**config.mk**
```make
export PLATFORM = sky130hd
export DESIGN_NAME = nonce_report_scheduler
export DESIGN_NICKNAME = d
export VERILOG_FILES = /design/src/rtl/nonce_report_scheduler_pkg.sv /design/src/rtl/nonce_report_scheduler_rr_arbiter.sv /design/src/rtl/nonce_report_scheduler.sv
export SDC_FILE = /design/constraint.sdc
export NUM_CORES = 1
export LEC_CHECK = 0
export ABC_AREA = 1
export CAP_MARGIN = 20
export CELL_PAD_IN_SITES_DETAIL_PLACEMENT = 0
export CELL_PAD_IN_SITES_GLOBAL_PLACEMENT = 2
export CORE_MARGIN = 2
export CORE_UTILIZATION = 31
export DETAILED_ROUTE_END_ITERATION = 7
export PLACE_DENSITY = 0.91
export SYNTH_ARGS = -nofsm -noshare
export SYNTH_HDL_FRONTEND = slang
export SYNTH_HIERARCHICAL = 1
export SYNTH_SLANG_ARGS = --single-unit
```
**constraint.sdc**
```tcl
create_clock -name clk -period 5.3 [get_ports clk]
set_input_delay 1.06 -clock clk [delete_from_list [all_inputs] [get_ports clk]]
set_output_delay 1.06 -clock clk [all_outputs]
set_load 0.01 [all_outputs]
```
**src/rtl/nonce_report_scheduler_pkg.sv**
```systemverilog
`default_nettype none
// ============================================================================
// Module      : nonce_report_scheduler_pkg
// Description : Shared types and widths for the nonce report scheduler.
// Revision    : 1.0 - initial release
// ============================================================================
package nonce_report_scheduler_pkg;

   localparam int NONCE_W = 32;
   localparam int DROP_W  = 8;

   typedef enum logic [1:0] {
      ST_IDLE      = 2'd0,
      ST_SEND      = 2'd1,
      ST_WAIT_BUSY = 2'd2,
      ST_WAIT_DONE = 2'd3
   } state_e;

endpackage
`default_nettype wire

```
**src/rtl/nonce_report_scheduler_rr_arbiter.sv**
```systemverilog
`default_nettype none
// ============================================================================
// Module      : rr_arbiter
// Description : Combinational round-robin picker. The search begins at the
//               index after last_grant and wraps modulo N.
// Revision    : 1.0 - initial release
// ============================================================================
module rr_arbiter #(
   parameter int N = 4
) (
   input  logic [N-1:0]         req,
   input  logic [$clog2(N)-1:0] last_grant,
   output logic [$clog2(N)-1:0] grant_idx,
   output logic                 any_grant
);

   localparam int IDX_W = $clog2(N);

   // First requester found walking forward from last_grant+1 wins
   always_comb begin
      int cand;
      cand      = 0;
      grant_idx = '0;
      any_grant = 1'b0;
      for (int off = 1; off <= N; off++) begin
         cand = int'(last_grant) + off;
         if (cand >= N) begin
            cand = cand - N;
         end
         if (!any_grant && req[cand]) begin
            any_grant = 1'b1;
            grant_idx = IDX_W'(cand);
         end
      end
   end

endmodule
`default_nettype wire

```
**src/rtl/nonce_report_scheduler.sv**
```systemverilog
`default_nettype none
// ============================================================================
// Module      : nonce_report_scheduler
// Description : Buffers one golden nonce per core, arbitrates round-robin and
//               drives the serial transmitter send/busy handshake.
// Revision    : 1.0 - initial release
// ============================================================================
module nonce_report_scheduler
   import nonce_report_scheduler_pkg::*;
#(
   parameter int NUM_CORES    = 4,
   parameter int BUSY_TIMEOUT = 16
) (
   input  logic                         clk,
   input  logic                         reset,
   input  logic [NUM_CORES-1:0]         core_valid,
   input  logic [NONCE_W*NUM_CORES-1:0] core_nonce,
   input  logic                         new_work,
   input  logic                         tx_busy,
   output logic                         tx_send,
   output logic [NONCE_W-1:0]           tx_word,
   output logic [NUM_CORES-1:0]         pending,
   output logic [DROP_W-1:0]            drop_count
);

   localparam int IDX_W = $clog2(NUM_CORES);
   localparam int TMO_W = $clog2(BUSY_TIMEOUT + 1);
   localparam int INC_W = $clog2(NUM_CORES + 2);
   localparam int SUM_W = DROP_W + INC_W + 1;

   state_e               state_q, state_d;
   logic [IDX_W-1:0]     last_grant_q, last_grant_d;
   logic [NONCE_W-1:0]   slot_q [NUM_CORES];
   logic [NONCE_W-1:0]   slot_d [NUM_CORES];
   logic [NUM_CORES-1:0] full_q, full_d;
   logic                 tx_send_q, tx_send_d;
   logic [NONCE_W-1:0]   tx_word_q, tx_word_d;
   logic [DROP_W-1:0]    drop_q, drop_d;
   logic [TMO_W-1:0]     tmo_q, tmo_d;

   logic [IDX_W-1:0]     grant_idx;
   logic                 any_grant;
   logic                 grant_fire;
   logic                 timeout_fire;
   logic                 granted_i;
   logic [INC_W-1:0]     drop_inc;
   logic [SUM_W-1:0]     drop_sum;

   rr_arbiter #(
      .N (NUM_CORES)
   ) u_arb (
      .req        (full_q),
      .last_grant (last_grant_q),
      .grant_idx  (grant_idx),
      .any_grant  (any_grant)
   );

   // Handshake sequencer: grant in IDLE, pulse send, then track busy
   always_comb begin
      state_d      = state_q;
      last_grant_d = last_grant_q;
      tx_send_d    = 1'b0;
      tx_word_d    = tx_word_q;
      tmo_d        = '0;
      grant_fire   = 1'b0;
      timeout_fire = 1'b0;
      case (state_q)
         ST_IDLE: begin
            // A flush cycle never grants: the slots are being invalidated
            if (any_grant && !tx_busy && !new_work) begin
               grant_fire   = 1'b1;
               tx_word_d    = slot_q[grant_idx];
               last_grant_d = grant_idx;
               tx_send_d    = 1'b1;
               state_d      = ST_SEND;
            end
         end
         ST_SEND: begin
            state_d = ST_WAIT_BUSY;
         end
         ST_WAIT_BUSY: begin
            if (tx_busy) begin
               state_d = ST_WAIT_DONE;
            end else if (tmo_q == TMO_W'(BUSY_TIMEOUT - 1)) begin
               timeout_fire = 1'b1;
               state_d      = ST_IDLE;
            end else begin
               tmo_d = tmo_q + 1'b1;
            end
         end
         ST_WAIT_DONE: begin
            if (!tx_busy) begin
               state_d = ST_IDLE;
            end
         end
         default: begin
            state_d = ST_IDLE;
         end
      endcase
   end

   // Slot capture/release and the number of nonces lost this cycle
   always_comb begin
      slot_d    = slot_q;
      full_d    = full_q;
      drop_inc  = '0;
      granted_i = 1'b0;
      for (int i = 0; i < NUM_CORES; i++) begin
         granted_i = grant_fire && (grant_idx == IDX_W'(i));
         if (new_work) begin
            full_d[i] = 1'b0;
         end else begin
            if (granted_i) begin
               full_d[i] = 1'b0;
            end
            // A slot being granted this cycle frees up in time to take the new nonce
            if (core_valid[i]) begin
               if (!full_q[i] || granted_i) begin
                  slot_d[i] = core_nonce[NONCE_W*i +: NONCE_W];
                  full_d[i] = 1'b1;
               end else begin
                  drop_inc = drop_inc + 1'b1;
               end
            end
         end
      end
      if (timeout_fire) begin
         drop_inc = drop_inc + 1'b1;
      end
   end

   // Saturating drop counter
   always_comb begin
      drop_sum = SUM_W'(drop_q) + SUM_W'(drop_inc);
      if (drop_sum > SUM_W'({DROP_W{1'b1}})) begin
         drop_d = {DROP_W{1'b1}};
      end else begin
         drop_d = drop_sum[DROP_W-1:0];
      end
   end

   // Control state with synchronous reset
   always_ff @(posedge clk) begin
      if (reset) begin
         state_q      <= ST_IDLE;
         last_grant_q <= IDX_W'(NUM_CORES - 1);
         full_q       <= '0;
         tx_send_q    <= 1'b0;
         tx_word_q    <= '0;
         drop_q       <= '0;
         tmo_q        <= '0;
      end else begin
         state_q      <= state_d;
         last_grant_q <= last_grant_d;
         full_q       <= full_d;
         tx_send_q    <= tx_send_d;
         tx_word_q    <= tx_word_d;
         drop_q       <= drop_d;
         tmo_q        <= tmo_d;
      end
   end

   // Slot payloads are only meaningful while their full flag is set
   always_ff @(posedge clk) begin
      slot_q <= slot_d;
   end

   assign tx_send    = tx_send_q;
   assign tx_word    = tx_word_q;
   assign pending    = full_q;
   assign drop_count = drop_q;

endmodule
`default_nettype wire

```
==> results.cfg <==
[yosys]
ys_seq_elements = 182
async_reset_ff_frac = 0
synth_top_area_share = 0.5106
synthCells = 687
yosysSeqAreaShare = 0.6541
synth.area.top_cells = edfxtp_1 51%, dfxtp_1 14%, nor2_1 7.4%
syn-num-nets = 832
synth_area_sq_um = 7528
synthFlopType = edfxtp_1
yosys.area.top_type = edfxtp_1
synth.distinct_cells = 41
ys_warn_count = 6
synth_area_per_cell_sq_um = 10.96
synth_edf_count = 128

[routing]
drtIter0Drc = 268
finalWirelength_microns = 19620
first_pass_iters = 4
wire_per_inst_microns = 16.21
drc = 0
routed_via_density = 4.562
vias = 5520
antenna_left = 0

[worst_hold_path]
hp-class = flip-flop to flip-flop

[pwr]
irDropWorstVdd_mv = 0.1609
power.density_nw_per_um2 = 371.1
totalPowerFinal_mw = 3.859
p_leak_nw = 3.819

[global_route]
antenna_found_initial = 2
gr-total-overflow = 0
grt_pass1_wl_microns = 30660
grt_pass1_vias = 5517
grt_usage = 0.1557
grt_start_max_net_pins = 65

[final_layout]
diodes = 0
fin_util = 0.4314
layout_commonest_cell = clkdlybuf4s50_1
drive_gt1_frac = 0.1208
stdcell_area_sq_um = 10400
layout-area-overhead-vs-synth_pct = 38.13
fin_nets = 1018
layout_common_cells = 180 x clkdlybuf4s50_1, 147 x nor2_1, 128 x edfxtp_1

[clocking]
cts_sinks = 182
cts_buffers = 17
cts_tree = done
clockRootBuffer = clkbuf_16
htreeDepth = 4
cts_buffer_depth = 2
clkTransAtPathRegs_ns = 0.07
insertion_delay_ns = 0.43
hold_buffers = 0

[floorplan]
num_rows = 57
pin_count = 181
core_region_area_sq_um = 24110
start_util = 0.3123
dieArea_sq_um = 25550
fp.dieH_microns = 159.8
die_w_microns = 159.8

[critical_path]
cp-startpoint = last_grant_q[0]$_SDFFE_PP1P_
slowest_delay_ns = 0.43
r2r_cells = 36
r2r_setup_slack_ns = 0.46
reg2reg_from = last_grant_q[0]$_SDFFE_PP1P_
path_max_fanout = 11
startpoint_type = flip-flop
crit_path_end = drop_count[3]$_SDFF_PP0_
cp.required_ns = 5.61
timing.critical_path.mode_cell = nand2_1
r2r-end = drop_count[3]$_SDFF_PP0_
critPathArrivalTime_ns = 5.15
end_kind = flip-flop
crit_buf_inv = 6
cp_slowest_cell = fa_1
crit_cells = 36
cp_top_family = simple AND/OR/NAND/NOR gates
path_class = flip-flop to flip-flop

[timing]
fin_crit_sh = 0.9124
setup_viol = 0
worst_pin_slew_ns = 1.056
slew_violations = 0
finalCriticalPeriod_ns = 4.836
rsz0062_at_grt = no
fmax_mhz = 206.8
clock_skew_ns = 0.01500
max-slew-margin-rel = 0.2958
hold_viol_final = 0
hold_slack_ns = 0.4501
finalSetupTns_ns = 0

[run_status]
outcome = finished clean

[placed_design]
hpwl_microns = 13010
port_buffers = 180
dpl_cell_area_sq_um = 9746
gp_congestion = 0.7774

[flow_run]
drv_cap = 0
repair_timing:
item | CTS | global route
resized for setup | 0 | 8
setup endpoints to repair | 0 | 8
setup buffers | 0 | 2
per-stage QoR:
stage               setup WS (ns)  instances
floorplan                  0.6767        687
global placement           0.1001       1176
detailed placement       -0.04890       1176
global route             0.008469       1210
finish                     0.4643       1210
CTS                        0.2538       1208
worst min path at each step:
| stage | slack [ns] | cells after the start | to | start |
|---|---|---|---|---|
| 2_1_floorplan | 0.42 | 1 | tmo_q[0]$_SDFF_PP0_ | tmo_q[0]$_SDFF_PP0_ |
| 4_1_cts | 0.46 | 1 | tmo_q[0]$_SDFF_PP0_ | tmo_q[0]$_SDFF_PP0_ |
| 3_5_place_dp | 0.44 | 1 | tmo_q[0]$_SDFF_PP0_ | tmo_q[0]$_SDFF_PP0_ |
| 6_report | 0.45 | 1 | tmo_q[0]$_SDFF_PP0_ | tmo_q[0]$_SDFF_PP0_ |
| 5_1_grt | 0.48 | 1 | tmo_q[0]$_SDFF_PP0_ | tmo_q[0]$_SDFF_PP0_ |
| 3_3_place_gp | 0.43 | 1 | tmo_q[0]$_SDFF_PP0_ | tmo_q[0]$_SDFF_PP0_ |
sequential cells by signal, summed over array words and instances (netlist names):
signal / flops
tx_send: 1
last_grant_q: 2
state_q: 2
tx_word: 32
tmo_q: 5
slot_q: 128
pending: 4
drop_count: 8
cell type report:
type	instances	area, sq um
Inverter	40	150.1
Sequential cell	182	4926
Timing Repair Buffer	201	1963
Fill cell	2351	13710
Multi-Input combinational cell	431	2342
Clock inverter	14	182.7
Clock buffer	18	429.2
Tap cell	324	405.4
worst register-to-register path: cells and delay by family, from the launching register on:
| kind | cells | cell delay, ns |
|---|---|---|
| buffers and inverters | 6 | 0.56 |
| adders and majority gates | 4 | 1.24 |
| AOI/OAI and AO/OA | 2 | 0.18 |
| and+or+nand+nor | 24 | 2.36 |
| DFF | 1 | 0.36 |
report_power, final:
group          internal (mW)  switching [mW]
sequential              1.62          0.0384
combinational          0.340           0.524
clock                  0.758           0.584
total                   2.71            1.15
synthesized netlist by cell type (all sizes together), types with 12 or more instances:
cell / count
nor2: 157
edfxtp: 128
o21ai: 103
nand2: 63
dfxtp: 54
inv: 39
a31oi: 33
nand3: 25
buf: 22
a21oi: 13
clkbuf: 12
cell families after synthesis:
logic type	after synthesis	share of synthesized area
DFF	182	0.6541
AOI/OAI and AO/OA	153	0.1095
and+or+nand+nor	266	0.1732
adders and majority gates	9	0.01596
xor gates and xnor gates	3	0.003491
buffers and inverters	74	0.04371
routing by layer:
| layer | vias to the layer above | GRT usage | part of all wire |
|---|---|---|---|
| met3 | 10 | 0.05039 | 0.064 |
| met5 | - | 0 | 0.0012 |
| li1 | 2767 | - | - |
| met2 | 150 | 0.2641 | 0.49 |
| met4 | 4 | 0.03399 | 0.0055 |
| met1 | 2589 | 0.1946 | 0.44 |
(Power assumes the default switching activity.)
